File: src/rtl/mac_job_sequencer_if.sv
// rtl/mac_job_sequencer_if.sv - operand issue, result input and result output handshake bundle
//
// Ports (slave = sequencer side):
//   op_valid/op_ready      operand-pair handshake from the upstream source
//   mac_en/mac_first/mac_last  issue strobe and accumulator tags to the MAC
//   res_sign/res_norm/res_exp  normalization-stage result from the MAC pipeline
//   out_valid/out_ready    captured-result handshake to the consumer
//   out_sign/out_norm/out_exp  captured result
interface mac_job_sequencer_if;
    logic        op_valid;
    logic        op_ready;
    logic        mac_en;
    logic        mac_first;
    logic        mac_last;
    logic        res_sign;
    logic [10:0] res_norm;
    logic [6:0]  res_exp;
    logic        out_valid;
    logic        out_ready;
    logic        out_sign;
    logic [10:0] out_norm;
    logic [6:0]  out_exp;

    modport slave (
        input  op_valid, res_sign, res_norm, res_exp, out_ready,
        output op_ready, mac_en, mac_first, mac_last,
               out_valid, out_sign, out_norm, out_exp
    );

    modport master (
        output op_valid, res_sign, res_norm, res_exp, out_ready,
        input  op_ready, mac_en, mac_first, mac_last,
               out_valid, out_sign, out_norm, out_exp
    );
endinterface

File: src/rtl/mac_job_sequencer.sv
// rtl/mac_job_sequencer.sv - sequences one dot-product job through the MAC pipeline and captures its result
//
// Ports:
//   clk       rising-edge clock
//   rst       asynchronous active-low reset
//   start     job start pulse, sampled only when idle
//   cfg_len   job length minus one, latched at start
//   abort     synchronous job cancel
//   busy      high whenever a job is in progress
//   elem_cnt  number of elements issued so far in the current job
//   bus       operand/result handshakes (slave side of mac_job_sequencer_if)
// LAT is the MAC pipeline latency in edges from issue to res_* valid (2..8).
module mac_job_sequencer #(
    parameter int LAT = 4
) (
    input  logic                 clk,
    input  logic                 rst,
    input  logic                 start,
    input  logic [7:0]           cfg_len,
    input  logic                 abort,
    output logic                 busy,
    output logic [7:0]           elem_cnt,
    mac_job_sequencer_if.slave   bus
);

    typedef enum logic [1:0] {
        IDLE  = 2'd0,
        ISSUE = 2'd1,
        DRAIN = 2'd2,
        DONE  = 2'd3
    } state_t;

    state_t         state;
    logic [7:0]     len_q;
    // One-hot-in-time marker following the last element down the MAC pipeline.
    logic [LAT-1:0] tag;
    logic           issue;
    logic           last_issue;

    assign busy          = (state != IDLE);
    assign bus.op_ready  = (state == ISSUE);
    // An abort voids any handshake in the same cycle.
    assign issue         = bus.op_valid & bus.op_ready & ~abort;
    assign last_issue    = issue & (elem_cnt == len_q);
    assign bus.mac_en    = issue;
    assign bus.mac_first = issue & (elem_cnt == 8'd0);
    assign bus.mac_last  = last_issue;

    always_ff @(posedge clk or negedge rst) begin
        if (!rst) begin
            state         <= IDLE;
            len_q         <= 8'd0;
            elem_cnt      <= 8'd0;
            tag           <= '0;
            bus.out_valid <= 1'b0;
            bus.out_sign  <= 1'b0;
            bus.out_norm  <= 11'd0;
            bus.out_exp   <= 7'd0;
        end else if (abort && (state != IDLE)) begin
            state         <= IDLE;
            elem_cnt      <= 8'd0;
            tag           <= '0;
            bus.out_valid <= 1'b0;
        end else begin
            tag <= {tag[LAT-2:0], last_issue};
            // Wraps on a 256-element job's final issue; the FSM leaves ISSUE then.
            if (issue) begin
                elem_cnt <= elem_cnt + 8'd1;
            end
            case (state)
                IDLE: begin
                    if (start) begin
                        len_q    <= cfg_len;
                        elem_cnt <= 8'd0;
                        state    <= ISSUE;
                    end
                end
                ISSUE: begin
                    if (last_issue) begin
                        state <= DRAIN;
                    end
                end
                DRAIN: begin
                    // res_* holds the final result in the cycle tag reaches the end.
                    if (tag[LAT-1]) begin
                        bus.out_sign  <= bus.res_sign;
                        bus.out_norm  <= bus.res_norm;
                        bus.out_exp   <= bus.res_exp;
                        bus.out_valid <= 1'b1;
                        state         <= DONE;
                    end
                end
                DONE: begin
                    if (bus.out_valid && bus.out_ready) begin
                        bus.out_valid <= 1'b0;
                        state         <= IDLE;
                    end
                end
                default: state <= IDLE;
            endcase
        end
    end

endmodule

File: src/flat_wrapper.sv
// flat-port wrapper written by rule: the top's interface ports become plain ports
module mac_job_sequencer_flat 
#(
    parameter int LAT = 4
)
  (clk, rst, start, cfg_len, abort, busy, elem_cnt, bus_op_valid, bus_res_sign, bus_res_norm, bus_res_exp, bus_out_ready, bus_op_ready, bus_mac_en, bus_mac_first, bus_mac_last, bus_out_valid, bus_out_sign, bus_out_norm, bus_out_exp);
  mac_job_sequencer_if bus_i ();
  input  logic clk;
  input  logic rst;
  input  logic start;
  input  logic [7:0] cfg_len;
  input  logic abort;
  output logic busy;
  output logic [7:0] elem_cnt;
  input wire logic [$bits(bus_i.op_valid)-1:0] bus_op_valid;
  input wire logic [$bits(bus_i.res_sign)-1:0] bus_res_sign;
  input wire logic [$bits(bus_i.res_norm)-1:0] bus_res_norm;
  input wire logic [$bits(bus_i.res_exp)-1:0] bus_res_exp;
  input wire logic [$bits(bus_i.out_ready)-1:0] bus_out_ready;
  output wire logic [$bits(bus_i.op_ready)-1:0] bus_op_ready;
  output wire logic [$bits(bus_i.mac_en)-1:0] bus_mac_en;
  output wire logic [$bits(bus_i.mac_first)-1:0] bus_mac_first;
  output wire logic [$bits(bus_i.mac_last)-1:0] bus_mac_last;
  output wire logic [$bits(bus_i.out_valid)-1:0] bus_out_valid;
  output wire logic [$bits(bus_i.out_sign)-1:0] bus_out_sign;
  output wire logic [$bits(bus_i.out_norm)-1:0] bus_out_norm;
  output wire logic [$bits(bus_i.out_exp)-1:0] bus_out_exp;
  assign bus_i.op_valid = bus_op_valid;
  assign bus_i.res_sign = bus_res_sign;
  assign bus_i.res_norm = bus_res_norm;
  assign bus_i.res_exp = bus_res_exp;
  assign bus_i.out_ready = bus_out_ready;
  assign bus_op_ready = bus_i.op_ready;
  assign bus_mac_en = bus_i.mac_en;
  assign bus_mac_first = bus_i.mac_first;
  assign bus_mac_last = bus_i.mac_last;
  assign bus_out_valid = bus_i.out_valid;
  assign bus_out_sign = bus_i.out_sign;
  assign bus_out_norm = bus_i.out_norm;
  assign bus_out_exp = bus_i.out_exp;
  mac_job_sequencer #(.LAT(LAT)) u_core (.clk(clk), .rst(rst), .start(start), .cfg_len(cfg_len), .abort(abort), .busy(busy), .elem_cnt(elem_cnt), .bus(bus_i));
endmodule
File: config.mk
export PLATFORM = sky130hd
export DESIGN_NAME = mac_job_sequencer_flat
export DESIGN_NICKNAME = d
export VERILOG_FILES = /design/src/rtl/mac_job_sequencer_if.sv /design/src/rtl/mac_job_sequencer.sv /design/src/flat_wrapper.sv
export SDC_FILE = /design/constraint.sdc
export NUM_CORES = 1
export LEC_CHECK = 0
export CORE_UTILIZATION = 35
export DETAILED_ROUTE_END_ITERATION = 8
export GPL_ROUTABILITY_DRIVEN = 0
export HOLD_SLACK_MARGIN = 0.02
export PLACE_DENSITY_LB_ADDON = 0.2
export SLEW_MARGIN = 0
export SYNTH_ARGS = -nofsm -noshare
export SYNTH_HDL_FRONTEND = slang
export SYNTH_SLANG_ARGS = --single-unit
File: constraint.sdc
create_clock -name clk -period 2.2 [get_ports clk]
set_clock_uncertainty 0.1 [all_clocks]
set_input_delay 0.33 -clock clk [delete_from_list [all_inputs] [get_ports clk]]
set_output_delay 0.33 -clock clk [all_outputs]
set_load 0.005 [all_outputs]
==> results of run 1 <==
==> logic make-up (layout without fill, tap and decap cells) <==
| family | after synthesis | count (layout) |
|---|---|---|
| xor+xnor | 15 | 15 |
| flops | 42 | 42 |
| simple gates | 38 | 38 |
| mux | 28 | 28 |
| compound gates | 9 | 9 |
| fa+ha+maj | 6 | 6 |
| buf+inv | 10 | 99 |
==> timing repair <==
| action | CTS | global route |
|---|---|---|
| setup buffers | 2 | 4 |
| resized for setup | 10 | 9 |
| hold endpoints to repair | 42 | 0 |
| hold buffers | 1 | 0 |
| pin swaps | 1 | 3 |
| gates cloned | 0 | 0 |
| endpoints found under the setup margin | 3 | 2 |
==> sequential cells by signal, summed over array words and instances, names as in the netlist <==
name,count
u_core.bus.out_exp,7
u_core.len_q,8
u_core.bus.out_norm,11
u_core.tag,4
u_core.bus.out_sign,1
u_core.state,2
u_core.bus.out_valid,1
u_core.elem_cnt,8
==> worst min-delay path by stage <==
stage,startpoint,endpoint,cells past startpoint
2_1_floorplan,rst,u_core.bus.out_exp[0],0
3_3_place_gp,rst,u_core.bus.out_norm[4],2
3_5_place_dp,rst,u_core.bus.out_norm[5],2
4_1_cts,u_core.tag[1],u_core.tag[2],1
5_1_grt,u_core.tag[1],u_core.tag[2],1
6_report,u_core.tag[1],u_core.tag[2],1
==> worst max-delay path, cell delays in order (launching register included) <==
cell and delay, ns:
dfrtp_1 0.41, inv_1 0.10, ha_1 0.27, inv_1 0.10, clkdlybuf4s50_1 0.50
==> per-layer routing <==
layer / GRT usage, % / up-vias / routed length (µm)
li1: - / 686 / -
met1: 18.4 / 642 / 1790
met2: 22.3 / 51 / 1720
met3: 4.19 / 2 / 269
met4: 5.19 / 0 / 22
met5: 0 / - / 0
==> stage by stage <==
step	std cells	hold slack (ns)	utilization (%)	setup TNS [ns]	setup slack [ns]
after CTS	303	0.349	55.4	0	0.00316
after detailed placement	293	0.227	53.1	-0.341	-0.172
after global placement	293	0.224	53.1	-0.364	-0.186
after floorplan	148	-0.0656	-	0	0.382
final	307	0.344	56.3	0	0.104
after global routing	307	0.367	56.3	0	0.0165
==> layout make-up <==
type,count,area share [%]
clock buffer,5,2.35
multi-input combinational,96,29.4
sequential,42,36.0
timing repair buffer,86,28.2
inverter,6,0.769
clock inverter,2,0.342
tap,70,2.99
==> cell usage after synthesis, types with 2 or more instances <==
cell type | number | share of area [%]
a21oi_1 | 3 | 0.77
and2_1 | 3 | 0.97
and3_1 | 2 | 0.65
buf_6 | 3 | 1.7
dfrtp_1 | 42 | 54
ha_1 | 6 | 3.9
inv_1 | 6 | 1.2
mux2_1 | 19 | 11
mux2_2 | 8 | 4.6
nand2_1 | 7 | 1.4
nand4_1 | 3 | 0.97
nor2_1 | 12 | 2.3
nor2b_1 | 2 | 0.65
nor4_1 | 2 | 0.65
xnor2_1 | 8 | 3.6
xor2_1 | 6 | 2.7
==> power groups by stage <==
| stage | Sequential, mW | Clock, mW | Combinational [mW] |
|---|---|---|---|
| floorplan | 0.972 | 0 | 0.484 |
| global placement | 0.980 | 0 | 0.768 |
| detailed placement | 0.984 | 0 | 0.778 |
| CTS | 0.969 | 0.480 | 0.794 |
| global route | 0.989 | 0.507 | 0.908 |
| finish | 0.972 | 0.458 | 0.825 |
==> results.md, run 1 <==
- Max-Cap Viols: 0
- Worst EP required: approximately 1.8 ns
- Die W: around 76 µm
- Final slew viol count: 0
- Synth Area in XOR/XNOR: under 10%
- Worst relative slew slack: 75.3%
- Post-synthesis async set-or-reset flop share: 100%
- Design Area, Final: ~2900 µm²
- WL/cell: around 12 µm
- Total number of vias: between 1000 and 1500
- Status: finished clean
- Yosys warnings: 0
- Die Footprint: 5840 µm²
- GRT overflow: 0
- Initial core utilization: 37.2%
- Port Buffers: 65
- Crit end category: primary output
- Tot Pwr: 2.25 mW
- R2R setup slack: roughly 0.25 ns
- Max Root-Sink Buffers: 2
- H-tree depth: 2
- NetSw: 693 µW
- Avg Cell Area, Syn: between 10 and 15 µm²
- Post-synthesis adder-cell area fraction: just under 4%
- Reg-to-reg critical path endpoint: u_core.bus.out_norm[7]
- Via density: around 4.5
- Post-route clock period utilization: 95.3%
- Achievable Freq: roughly 480 MHz
- Maximum vdd drop: 0.000430 V
- Final #Nets: between 200 and 300
- Critical Path Sink: busy
- Commonest cells after routing, fill and taps aside: clkdlybuf4s50_1, dfrtp_1, mux2_1
- Seq/Total Area, Yosys: 54.2%
- RSZ-0062 raised after global routing: false
- Area Growth Syn to Fin: 51.1%
- Area of the multi-input gates: approximately 860 µm²
- CP Class: reg2out
- # diodes: 0
- HPWL Detailed: ~2800 µm
- Largest family of logic cells by synthesized area: multiplexers
- P_leak: 1.37 nW
- Tot GR Track Use: 14.2%
- Startpoint types: flip-flop
- Number of global-route vias before repair: roughly 1400
- Main synth FF type: dfrtp_1
- 1st-iter DRT viols: 28
- Cell Area, Synth: 1940 µm²
- DR pass1 iterations: 4
- Clock Latency Late Sink: approximately 0.28 ns
- Critical path peak fanout: 5
- Clock share of power: 20.3%
- Mux cell area share after synthesis: 16.2%
- Hold Fails Final Rpt: 0
- Clock slew at reported path FFs: 0.08 ns
- Switching share of power: 30.7%
- Post-Synth Simple-Gate Area: about an eighth
- IO Count: between 60 and 70
- Antenna Nets Post-Route: 0
- Pin count of the biggest net entering global routing: between 40 and 50
- Register-to-Register Path Depth: 6
- CTS sink cnt: 42
- Placed cell area: about 2800 µm²
- CTS tree: yes
- Yosys reg bits: 42
- Most common cell after layout, fill and taps aside: clkdlybuf4s50_1
- Die height: between 70 and 80 µm
- Hold WC Path Type: reg2reg
- Synth Instances: 148
- Seq pwr share: between 40% and 50%
- CTS root buffer: clkbuf_8
- DRC: 0
- Int Pwr: 1.56 mW
- Share of layout cells above drive strength 1: a little over a fifth
- PwrDens: 770 nW/µm²
- Setup Viol. Count Final: 0
- Setup crit start: u_core.state[0]
- FP Rows: 26
- Crit path DAT: 1.67 ns
- Reg area: about 1100 µm²
- Syn nets: between 150 and 200
- CTS Buf Count: 5
- Core Region: 5200 µm²
- Minimum clock period: 2.10 ns
- Worst-Margin Slew: 0.370 ns
- Fill count: ~450
- Reg2reg start: u_core.state[0]
- Share of total power in combinational logic: 36.6%
- First-pass GRT wire length: 6530 µm
- EDFF count, synth: 0
- Antenna violations before repair: 0
- Final WL: approximately 3800 µm
- Netlist cell types: 32
- Complex-gate fraction of the synthesized area: roughly 3.3%
Note: power is estimated with default switching activity, not from simulation.
==> inputs of run 2 (changes only) <==
--- a/config.mk
+++ b/config.mk
@@ -8,8 +8,7 @@
 export CORE_UTILIZATION = 35
 export DETAILED_ROUTE_END_ITERATION = 8
 export GPL_ROUTABILITY_DRIVEN = 0
-export HOLD_SLACK_MARGIN = 0.02
-export PLACE_DENSITY_LB_ADDON = 0.2
+export PLACE_DENSITY_LB_ADDON = 0.12
 export SLEW_MARGIN = 0
 export SYNTH_ARGS = -nofsm -noshare
 export SYNTH_HDL_FRONTEND = slang
==> run 2 against run 1 <==
The flow now finishes with violations (negative hold slack); sequential power about the same; global-route usage increased by 0.92 points; via count increased by 2.5%; final cell count decreased by 1.3%; routed wire length increased by 8.7%; largest power group unchanged.
==> results.md, run 2 (synthesized netlist as in run 1, its figures left out) <==
- Worst-Margin Slew: 0.521 ns (was 0.370 ns)
- Biggest register: u_core.bus.out_norm (unchanged)
- Inst Count DP: 292 (was 293)
- Post-route clock period utilization: 93.7% (was 95.3%)
- DRC: 0 (unchanged)
- P_leak: 1.33 nW (was 1.37 nW)
- Achievable Freq: 485 MHz (was 477 MHz)
- GRT overflow: 0 (unchanged)
- Post-CTS Hold Buffers: 0 (was 1)
- Share of layout cells above drive strength 1: 19.7% (was 21.5%)
- Area Growth Syn to Fin: 48.4% (was 51.1%)
- Worst EP required: 1.77 ns (about the same)
- Violated checks: negative hold slack
- Status: finished with violations (was finished clean)
- CTS root buffer: clkbuf_8 (unchanged)
- Total number of vias: 1415 (was 1381)
- Clock slew at reported path FFs: 0.08 ns (about the same)
- Fill count: 457 (was 448)
- Share of total power in combinational logic: 34.9% (was 36.6%)
- Pin count of the biggest net entering global routing: 43 (unchanged)
- CTS sink cnt: 42 (unchanged)
- Crit path DAT: 1.63 ns (was 1.67 ns)
- Max-Cap Viols: 0 (unchanged)
- WHS: -0.00327 ns (was 0.344 ns)
- Final slew viol count: 0 (unchanged)
- HPWL Detailed: 3010 µm (was 2750 µm)
- Minimum clock period: 2.06 ns (was 2.10 ns)
- Via density: 4.67 (was 4.50)
- RSZ-0062 raised after global routing: false (unchanged)
- Final WL: 4140 µm (was 3810 µm)
- Maximum vdd drop: 0.000501 V (was 0.000430 V)
- Tot GR Track Use: 15.1% (was 14.2%)
- CP Class: reg2out (unchanged)
- IO Count: 66 (unchanged)
- Setup Viol. Count Final: 0 (unchanged)
- Critical path peak fanout: 6 (was 5)
- Worst relative slew slack: 65.3% (was 75.3%)
- Initial core utilization: 37.2% (unchanged)
- Int Pwr: 1.57 mW (was 1.56 mW)
- Hold Fails Final Rpt: 3 (was 0)
- Port Buffers: 65 (unchanged)
- Die W: 76.4 µm (unchanged)
- Most common cell after layout, fill and taps aside: clkdlybuf4s50_1 (unchanged)
- Clock share of power: 22.6% (was 20.3%)
- CTS tree: yes (unchanged)
- Final Non-Filler Cells: 303 (was 307)
- Clock Latency Late Sink: 0.29 ns (was 0.28 ns)
- Number of global-route vias before repair: 1414 (was 1360)
- DR pass1 iterations: 4 (unchanged)
- 1st-iter DRT viols: 19 (was 28)
- Biggest regs: u_core.bus.out_norm (11), u_core.elem_cnt (8), u_core.len_q (8) (unchanged)
- Core Region: 5200 µm² (unchanged)
- Tot Pwr: 2.28 mW (was 2.25 mW)
- Die height: 76.4 µm (unchanged)
- CTS Buf Count: 5 (unchanged)
- WL/cell: 13.7 µm (was 12.4 µm)
- Max Root-Sink Buffers: 2 (unchanged)
- Die Footprint: 5840 µm² (unchanged)
- Crit end category: primary output (unchanged)
- Final #Nets: 271 (was 276)
- PwrDens: 794 nW/µm² (was 770 nW/µm²)
- Reg2reg start: u_core.state[0] (unchanged)
- Seq pwr share: 42.6% (was 43.1%)
- NetSw: 712 µW (was 693 µW)
- First-pass GRT wire length: 6870 µm (was 6530 µm)
- H-tree depth: 2 (unchanged)
- Antenna violations before repair: 0 (unchanged)
- Antenna Nets Post-Route: 0 (unchanged)
- Max reg flops: 11 (unchanged)
- Switching share of power: 31.2% (was 30.7%)
- Hold WC Path Type: in2async (was reg2reg)
- FP Rows: 26 (unchanged)
- Setup TNS: 0 ns (unchanged)
- Startpoint types: flip-flop (unchanged)
- Setup crit start: u_core.elem_cnt[0] (was u_core.state[0])
- # diodes: 0 (unchanged)
- Commonest cells after routing, fill and taps aside: clkdlybuf4s50_1, dfrtp_1, mux2_1 (unchanged)
run 2: changes by cell type in the layout (fill, tap and decap cells not counted):
cell	delta
buf_12	-1
buf_4	-3
clkbuf_2	-1
clkbuf_8	+1
clkinv_2	-1
clkinvlp_4	+1
dfrtp_1	+1
dfrtp_2	-1
dlygate4sd2_1	+1
dlygate4sd3_1	-1
ha_2	+1
ha_4	-1
nor4b_2	+1
nor4b_4	-1
run 2: what timing repair did:
item | 4_1_cts | 5_1_grt
pin swaps | 2 | 2
gates cloned | 0 | 0
setup endpoints to repair | 3 | 2
gates resized for setup | 12 | 2
setup buffers | 3 | 0
run 2: path summary, 6_finish.rpt:
path                                          endpoint  slack (ns)  cells after the start
max in group asynchronous           u_core.elem_cnt[0]        1.62                      2
worst max-delay path                     bus_mac_first        0.14                      6
worst min-delay path            u_core.bus.out_norm[1]      -0.003                      2
min in group clk                         u_core.tag[1]        0.35                      1
worst min register to register           u_core.tag[1]        0.35                      1
worst max register to register  u_core.bus.out_norm[5]        0.27                      6
run 2: area by class of cell:
| cell class | instances | area [µm²] | share of cell area, % |
|---|---|---|---|
| Clock inverter | 2 | 12.5 | 0.435 |
| Clock buffer | 6 | 82.6 | 2.87 |
| Sequential cell | 42 | 1050 | 36.6 |
| Multi-Input combinational cell | 96 | 842 | 29.3 |
| Inverter | 6 | 22.5 | 0.783 |
| Tap cell | 70 | 87.6 | 3.05 |
| Timing Repair Buffer | 81 | 776 | 27.0 |
run 2: routing by layer:
metal / wire length (µm) / global-route usage (%)
met1: 1790 / 18.4
met2: 1980 / 24.9
met3: 308 / 5.15
met4: 52 / 5.19
met5: 0 / 0
run 2: worst max-delay path: stages (launching register included):
cell and delay, ns:
dfrtp_2 0.45, inv_1 0.08, ha_1 0.14, nor4b_2 0.20
nand2_1 0.10, nor4_2 0.13, clkdlybuf4s15_1 0.24
run 2: power groups by stage:
stage | registers [mW] | clock network, mW | logic (mW)
4_1_cts | 0.973 | 0.541 | 0.803
3_5_place_dp | 0.987 | 0 | 0.783
3_3_place_gp | 0.979 | 0 | 0.754
2_1_floorplan | 0.972 | 0 | 0.484
6_report | 0.972 | 0.515 | 0.796
5_1_grt | 0.988 | 0.575 | 0.871
run 2: metrics by stage:
stage	area, µm²	setup WS [ns]	util [%]	hold WS [ns]
2_1_floorplan	1940	0.382	-	-0.0656
3_3_place_gp	2740	-0.205	52.7	0.321
3_5_place_dp	2740	-0.229	52.7	0.334
4_1_cts	2870	0.0553	55.1	0.00993
5_1_grt	2880	0.00197	55.2	0.0273
6_report	2880	0.140	55.2	-0.00327
